==> src/rtl/res_pack.sv <==
// res_pack: thresholds a 128x128 byte result map into 1024 packed 16-bit words.
// Define RES_PACK_CNT_EN to add a ones_cnt output counting the 1 pixels of a run.
module res_pack #(
   parameter logic [7:0] THRESH = 8'd0
) (
   input  logic        clk,
   input  logic        reset,
   input  logic        start,
   output logic        busy,
   output logic        done,
   output logic        res_rd,
   output logic [13:0] res_addr,
   input  logic [7:0]  res_di,
   output logic        sti_wr,
   output logic [9:0]  sti_addr,
   output logic [15:0] sti_do
`ifdef RES_PACK_CNT_EN
   ,
   output logic [14:0] ones_cnt
`endif
);

   typedef enum logic [1:0] {IDLE, RUN, FLUSH, DONE} state_t;

   localparam logic [13:0] LAST_ADDR = 14'h3FFF;

   state_t      state;
   state_t      next_state;
   logic        launch;
   logic        advance;
   logic        sample;
   logic        pixel;
   logic [14:0] acc;

   always_ff @(posedge clk or posedge reset) begin
      if (reset) state <= IDLE;
      else       state <= next_state;
   end

   // RUN hands over to FLUSH as the final address goes out; FLUSH then waits
   // one cycle for that address's data before the closing write.
   always_comb begin
      next_state = state;
      launch     = 1'b0;
      advance    = 1'b0;
      busy       = 1'b0;
      done       = 1'b0;
      case (state)
         IDLE: begin
            if (start) begin
               next_state = RUN;
               launch     = 1'b1;
            end
         end
         RUN: begin
            busy    = 1'b1;
            advance = 1'b1;
            if (res_addr == LAST_ADDR - 14'd1) next_state = FLUSH;
         end
         FLUSH: begin
            busy = 1'b1;
            if (!res_rd) next_state = DONE;
         end
         DONE: begin
            done       = 1'b1;
            next_state = IDLE;
         end
         default: next_state = IDLE;
      endcase
   end

   // Read data returns in the cycle after its address, so the sample taken at an
   // edge belongs to the address still held in res_addr at that edge.
   assign sample = res_rd;
   assign pixel  = (res_di > THRESH);

   always_ff @(posedge clk or posedge reset) begin
      if (reset) begin
         res_rd   <= 1'b0;
         res_addr <= 14'd0;
      end else if (launch) begin
         res_rd   <= 1'b1;
         res_addr <= 14'd0;
      end else if (advance) begin
         res_addr <= res_addr + 14'd1;
      end else if (state == FLUSH) begin
         res_rd <= 1'b0;
      end
   end

   always_ff @(posedge clk or posedge reset) begin
      if (reset) begin
         acc      <= 15'd0;
         sti_wr   <= 1'b0;
         sti_addr <= 10'd0;
         sti_do   <= 16'd0;
      end else begin
         sti_wr <= 1'b0;
         if (sample) begin
            if (res_addr[3:0] == 4'hF) begin
               sti_wr   <= 1'b1;
               sti_addr <= res_addr[13:4];
               sti_do   <= {pixel, acc};
            end else begin
               acc[res_addr[3:0]] <= pixel;
            end
         end
      end
   end

`ifdef RES_PACK_CNT_EN
   always_ff @(posedge clk or posedge reset) begin
      if (reset)                ones_cnt <= 15'd0;
      else if (launch)          ones_cnt <= 15'd0;
      else if (sample && pixel) ones_cnt <= ones_cnt + 15'd1;
   end
`endif

endmodule
==> config.mk <==
export PLATFORM = sky130hd
export DESIGN_NAME = res_pack
export DESIGN_NICKNAME = d
export VERILOG_FILES = /design/src/rtl/res_pack.sv
export SDC_FILE = /design/constraint.sdc
export NUM_CORES = 1
export LEC_CHECK = 0
export ABC_AREA = 1
export BUFFER_PORTS_ARGS = -buffer_cell sky130_fd_sc_hd__buf_2
export CAP_MARGIN = 10
export CORE_ASPECT_RATIO = 1.1
export CORE_MARGIN = 2
export CORE_UTILIZATION = 45
export DETAILED_ROUTE_END_ITERATION = 7
export GPL_TIMING_DRIVEN = 0
export PLACE_DENSITY = 0.7
export SLEW_MARGIN = 10
export SYNTH_ARGS = -nofsm -noshare
export SYNTH_HDL_FRONTEND = slang
export SYNTH_SLANG_ARGS = --single-unit
==> constraint.sdc <==
create_clock -name clk -period 1.75 [get_ports clk]
set_input_delay 0.35 -clock clk [delete_from_list [all_inputs] [get_ports clk]]
set_output_delay 0.35 -clock clk [all_outputs]
set_load 0.02 [all_outputs]
# Word-level counts from Yosys, hierarchy flattened
# Cells that the tools add are included.
# totals
register_bits	59
out_inout_bits	44
# classes
n_addsub	1
magnitude_cmp	3
n_eq_ne	9
mux	19
bitwise_logic	1
n_reduce_logical	9
# op_table
operator	n
$mux 14	2
$bwmux 15	1
$add 14x1->14 const B	1
$eq 14x14->1 const B	1
$mux 1	11
$gt 8x1->1 const B	1
$ne 2x2->1 const B	4
$pmux 2 s4	1
$mux 2	3
$reduce_and 2->1	3
$lt 4x5->1 const B	1
$demux 1 s4	1
$eq 2x2->1 const B	2
$eq 4x4->1 const B	1
$ge 4x1->1 const B	1
$reduce_bool 2->1	2
$reduce_and 3->1	1
$eq 2x1->1 const B	1
$logic_not 2->1	1
$reduce_or 2->1	1
$logic_and 1x1->1	1
$not 1->1	1

# Logic depth before layout (Yosys ltp)
# logic_depth
ltp_word	5
ltp_mapped	10
mapped_depth_nobuf	10

# Least setup slack after synthesis
# Ideal clock, no wire load.
# synth_timing
path_kind	reg2reg
startpoint	register res_addr[0]
endpoint	register res_addr[8]
setup_ps	120
t_arrival_ps	1417
path_slack_ps	213
path_stages_with_launch	8
path_cell_list	dfrtp_1 -> ha_1 -> nand2_2 -> nor2_4 -> nand2_2 -> nor2_4 -> nand2_1 -> and3_1
# synth_via
elab_chain_len	3
# synth_lines
item	line	text
start, declared	12	output logic [13:0] res_addr,
start signal, assigned	85	res_addr <= res_addr + 14'd1;
$add 14x1->14	85	
$mux 14	84	end else if (advance) begin
$mux 14	81	end else if (launch) begin
# Every way passes these cells. The select of a mux whose other input is x is not followed.
# A chain may end at the register's enable or synchronous reset.

# Worst setup path after layout
# layout_timing
startpoint	register state[0]
endpoint	output busy
# layout_via
elab_chain_len	3
# layout_lines
item	line	text
start, declared	27	state_t state;
start signal, assigned	37	else state <= next_state;
$eq 2x2->1 or $eq 2x1->1 (tied branches)	48	case (state)
$reduce_or 2->1 (no line) (*)	n/a	
$mux 1 (*)	48	
end, declared	9	output logic busy,
# Mark *: on every way between the ends. The rest lies on a longest branch, timed or not.

==> reports/results.ini <==
[finish]
design_area_um2=3300
postLayoutCoreUtil_pct=56.8
n_fill_cell=576
areaGrowthSynthToFinish_pct=21.5
fin_nets=409
num_antenna_cells=0
multi_input_area_um2=1050
ff_latch_area_um2=1480
layout.cells.non_filler=470
drive_above_1_share_pct=23.2

[sta]
finalCritPeriodShare_pct=96.8
fin_crit_ps=1690
finalMaxSlewViolations=0
fmax_mhz=590
rsz0062_at_grt=true
worstMarginPinSlew_ps=622
setup_viol=0
skew_ps=9.12
max-slew-margin-rel_pct=58.4
finalHoldViolCount=0
tns_ps=0

[pwr]
clkPwrFrac_pct=28.9
finalPower_mw=4.04
peakVddDrop_v=0.00121
power_frac_comb_pct=27.7
power_density_nw_per_um2=1230
seqPwrFrac_pct=43.4
switching_share_pct=34.9
p_switching_mw=1.41
leakage_nw=1.79
p_int_mw=2.63

[placed_design]
place_area_um2=3100
dp_hpwl_mm=4.13
portBuffers=54
placed_cells=454
place.gp.congestion=0.803

[yosys]
yosysSeqAreaShare_pct=54.4
synthTopCellsByArea=dfrtp_1 54%, nand2_1 14%, inv_1 4.8%, nor2_1 4.7%, ha_1 4.6%
synth_flop_cell=dfrtp_1
syn_nets=343
synth_top_area_share_pct=54.4
avgSynthCellArea_um2=8.43
ys_async_sr_fraction_pct=100
synth_seq_cells=59
synth_warnings=0
syn-cell-area_um2=2710
synthTopCellsByCount=98 x nand2_1, 59 x dfrtp_1, 35 x inv_1
synthCells=322
synth_top_area_cell=dfrtp_1
post-synth-top-count-cell=nand2_1
yosysUniqueCellTypes=23
synth_edf_count=0

[die]
start_util_pct=46.7
dieArea_um2=6670
fp.dieH_um=85.5
core_area_um2=5810
rows=29
ioPinCount=55
dieWidth_um=78.0

[cts]
clock_path_buffers=2
clkTransAtPathRegs_ps=60
cts_made_buffers=9
worstSkewPairLatency_ps=340
htree_num_levels=3
cts_tree=yes
cts_num_sinks=59
root_buffer=clkbuf_8

[setup_path]
critPathKind=reg2out
cp-end-kind=primary output
worstPathArrival_ps=1340
worst_path_max_delay_cell=dfrtp_1
crit_path_max_incr_delay_ps=420
critPathLaunchType=flop
crit_path_cell_trace=inv_1, ha_1, buf_2
cp_max_fo=5
worstPathRequired_ps=1400
r2r_slack_ps=110

[detailed_routing]
vias_per_cell=4.73
avgRoutedWirePerCell_um=11.9
drc_errors=0
drt_first_pass_iters=6
drt_first_iter_violations=89
ant_nets=0
route.vias.total=2223
wl_mm=5.60

[global_routing]
grt_pass1_vias=2139
antenna_found_initial=0
track_usage_pct=18.4
grt_max_degree=34
gr-total-overflow=0
grt_pass1_wl_mm=9.61
grt.met1_usage_pct=23.6
busiest_layer=met2
met2_usage_pct=29.4
grt_util_met3_pct=4.15

[flow_run]
drv_cap=0

[status]
status=complete, no violations

[hold_path]
holdCritPathClass=in2async

==> path summary, 6_finish.rpt <==
path	start	to	depth (start not counted)
hold / removal	reset	state[1]$_DFFE_PP0P_	2
setup / recovery	state[0]$_DFFE_PP0P_	busy	3
hold reg to reg	sti_do[3]$_DFFE_PP0P_	sti_do[3]$_DFFE_PP0P_	2
setup reg to reg	state[1]$_DFFE_PP0P_	res_addr[11]$_DFFE_PP0P_	9
max in group asynchronous	reset	sti_do[14]$_DFFE_PP0P_	3
min in group clk	start	res_addr[7]$_DFFE_PP0P_	4
==> placed cells by master, fill, tap and decap left out, types with 3 or more instances in the layout <==
cell	synthesis	final
a21oi_1	10	10
a31oi_1	3	3
buf_2	4	58
clkbuf_8	0	13
dfrtp_1	59	59
ha_1	10	9
inv_1	35	34
inv_2	3	3
nand2_1	98	98
nand2_2	5	5
nand3_1	7	7
nor2_1	34	34
nor2_4	3	3
nor3_1	3	3
o21ai_0	19	19
o21ai_1	20	20
==> registers in the layout (all words and copies together) (netlist names) <==
signal,cells
acc,15
res_addr,14
res_rd,1
sti_addr,10
state,2
sti_do,16
sti_wr,1
==> stage by stage <==
stage	hold WS (ps)	worst slack, ps
after floorplan	442	213
after global placement	457	118
after detailed placement	460	67.4
after CTS	101	47.9
after global routing	134	-54.8
final	91.1	55.7
==> cells by family (layout without fill, tap and decap cells) <==
logic type | Yosys count | in the layout | share of synthesized area [%]
AO/OA/AOI/OAI | 53 | 53 | 10.0
AND/OR/NAND/NOR | 155 | 155 | 24.1
flip-flops | 59 | 59 | 54.4
adder cells (fa/ha/maj) | 10 | 10 | 4.61
buffers and inverters | 45 | 116 | 6.92
==> power groups by stage <==
| stage | logic [mW] | registers, mW | clock network (mW) |
|---|---|---|---|
| detailed placement | 1.12 | 1.78 | 0 |
| global placement | 1.08 | 1.77 | 0 |
| floorplan | 0.733 | 1.85 | 0 |
| CTS | 1.13 | 1.75 | 1.20 |
| finish | 1.12 | 1.75 | 1.17 |
| global route | 1.29 | 1.79 | 1.25 |
==> area by class of cell <==
type | count | share of cell area (%)
Clock inverter | 1 | 0.152
Inverter | 39 | 4.63
Buffer | 6 | 1.18
Tap cell | 77 | 2.92
Multi-Input combinational cell | 218 | 31.9
Sequential cell | 59 | 44.8
Clock buffer | 15 | 5.65
Timing Repair Buffer | 55 | 8.80
==> repair_timing <==
action                                  in CTS  in global routing
hold buffers                                 0                  0
setup buffers                                0                  0
endpoints found under the setup margin       0                  6
resized for setup                            0                  1
==> metal layers <==
layer | vias up | share of wire, %
met3 | 8 | 4.6
met2 | 44 | 48
li1 | 1141 | -
met4 | 0 | 1.9
met1 | 1030 | 46
met5 | - | 0
==> worst max-delay path, delay by kind of cell (launching register included) <==
| kind | cells | cell delay (ps) |
|---|---|---|
| flip-flops | 1 | 420 |
| buffers and inverters | 2 | 270 |
| adder cells (fa/ha/maj) | 1 | 320 |
(Power assumes the default switching activity.)
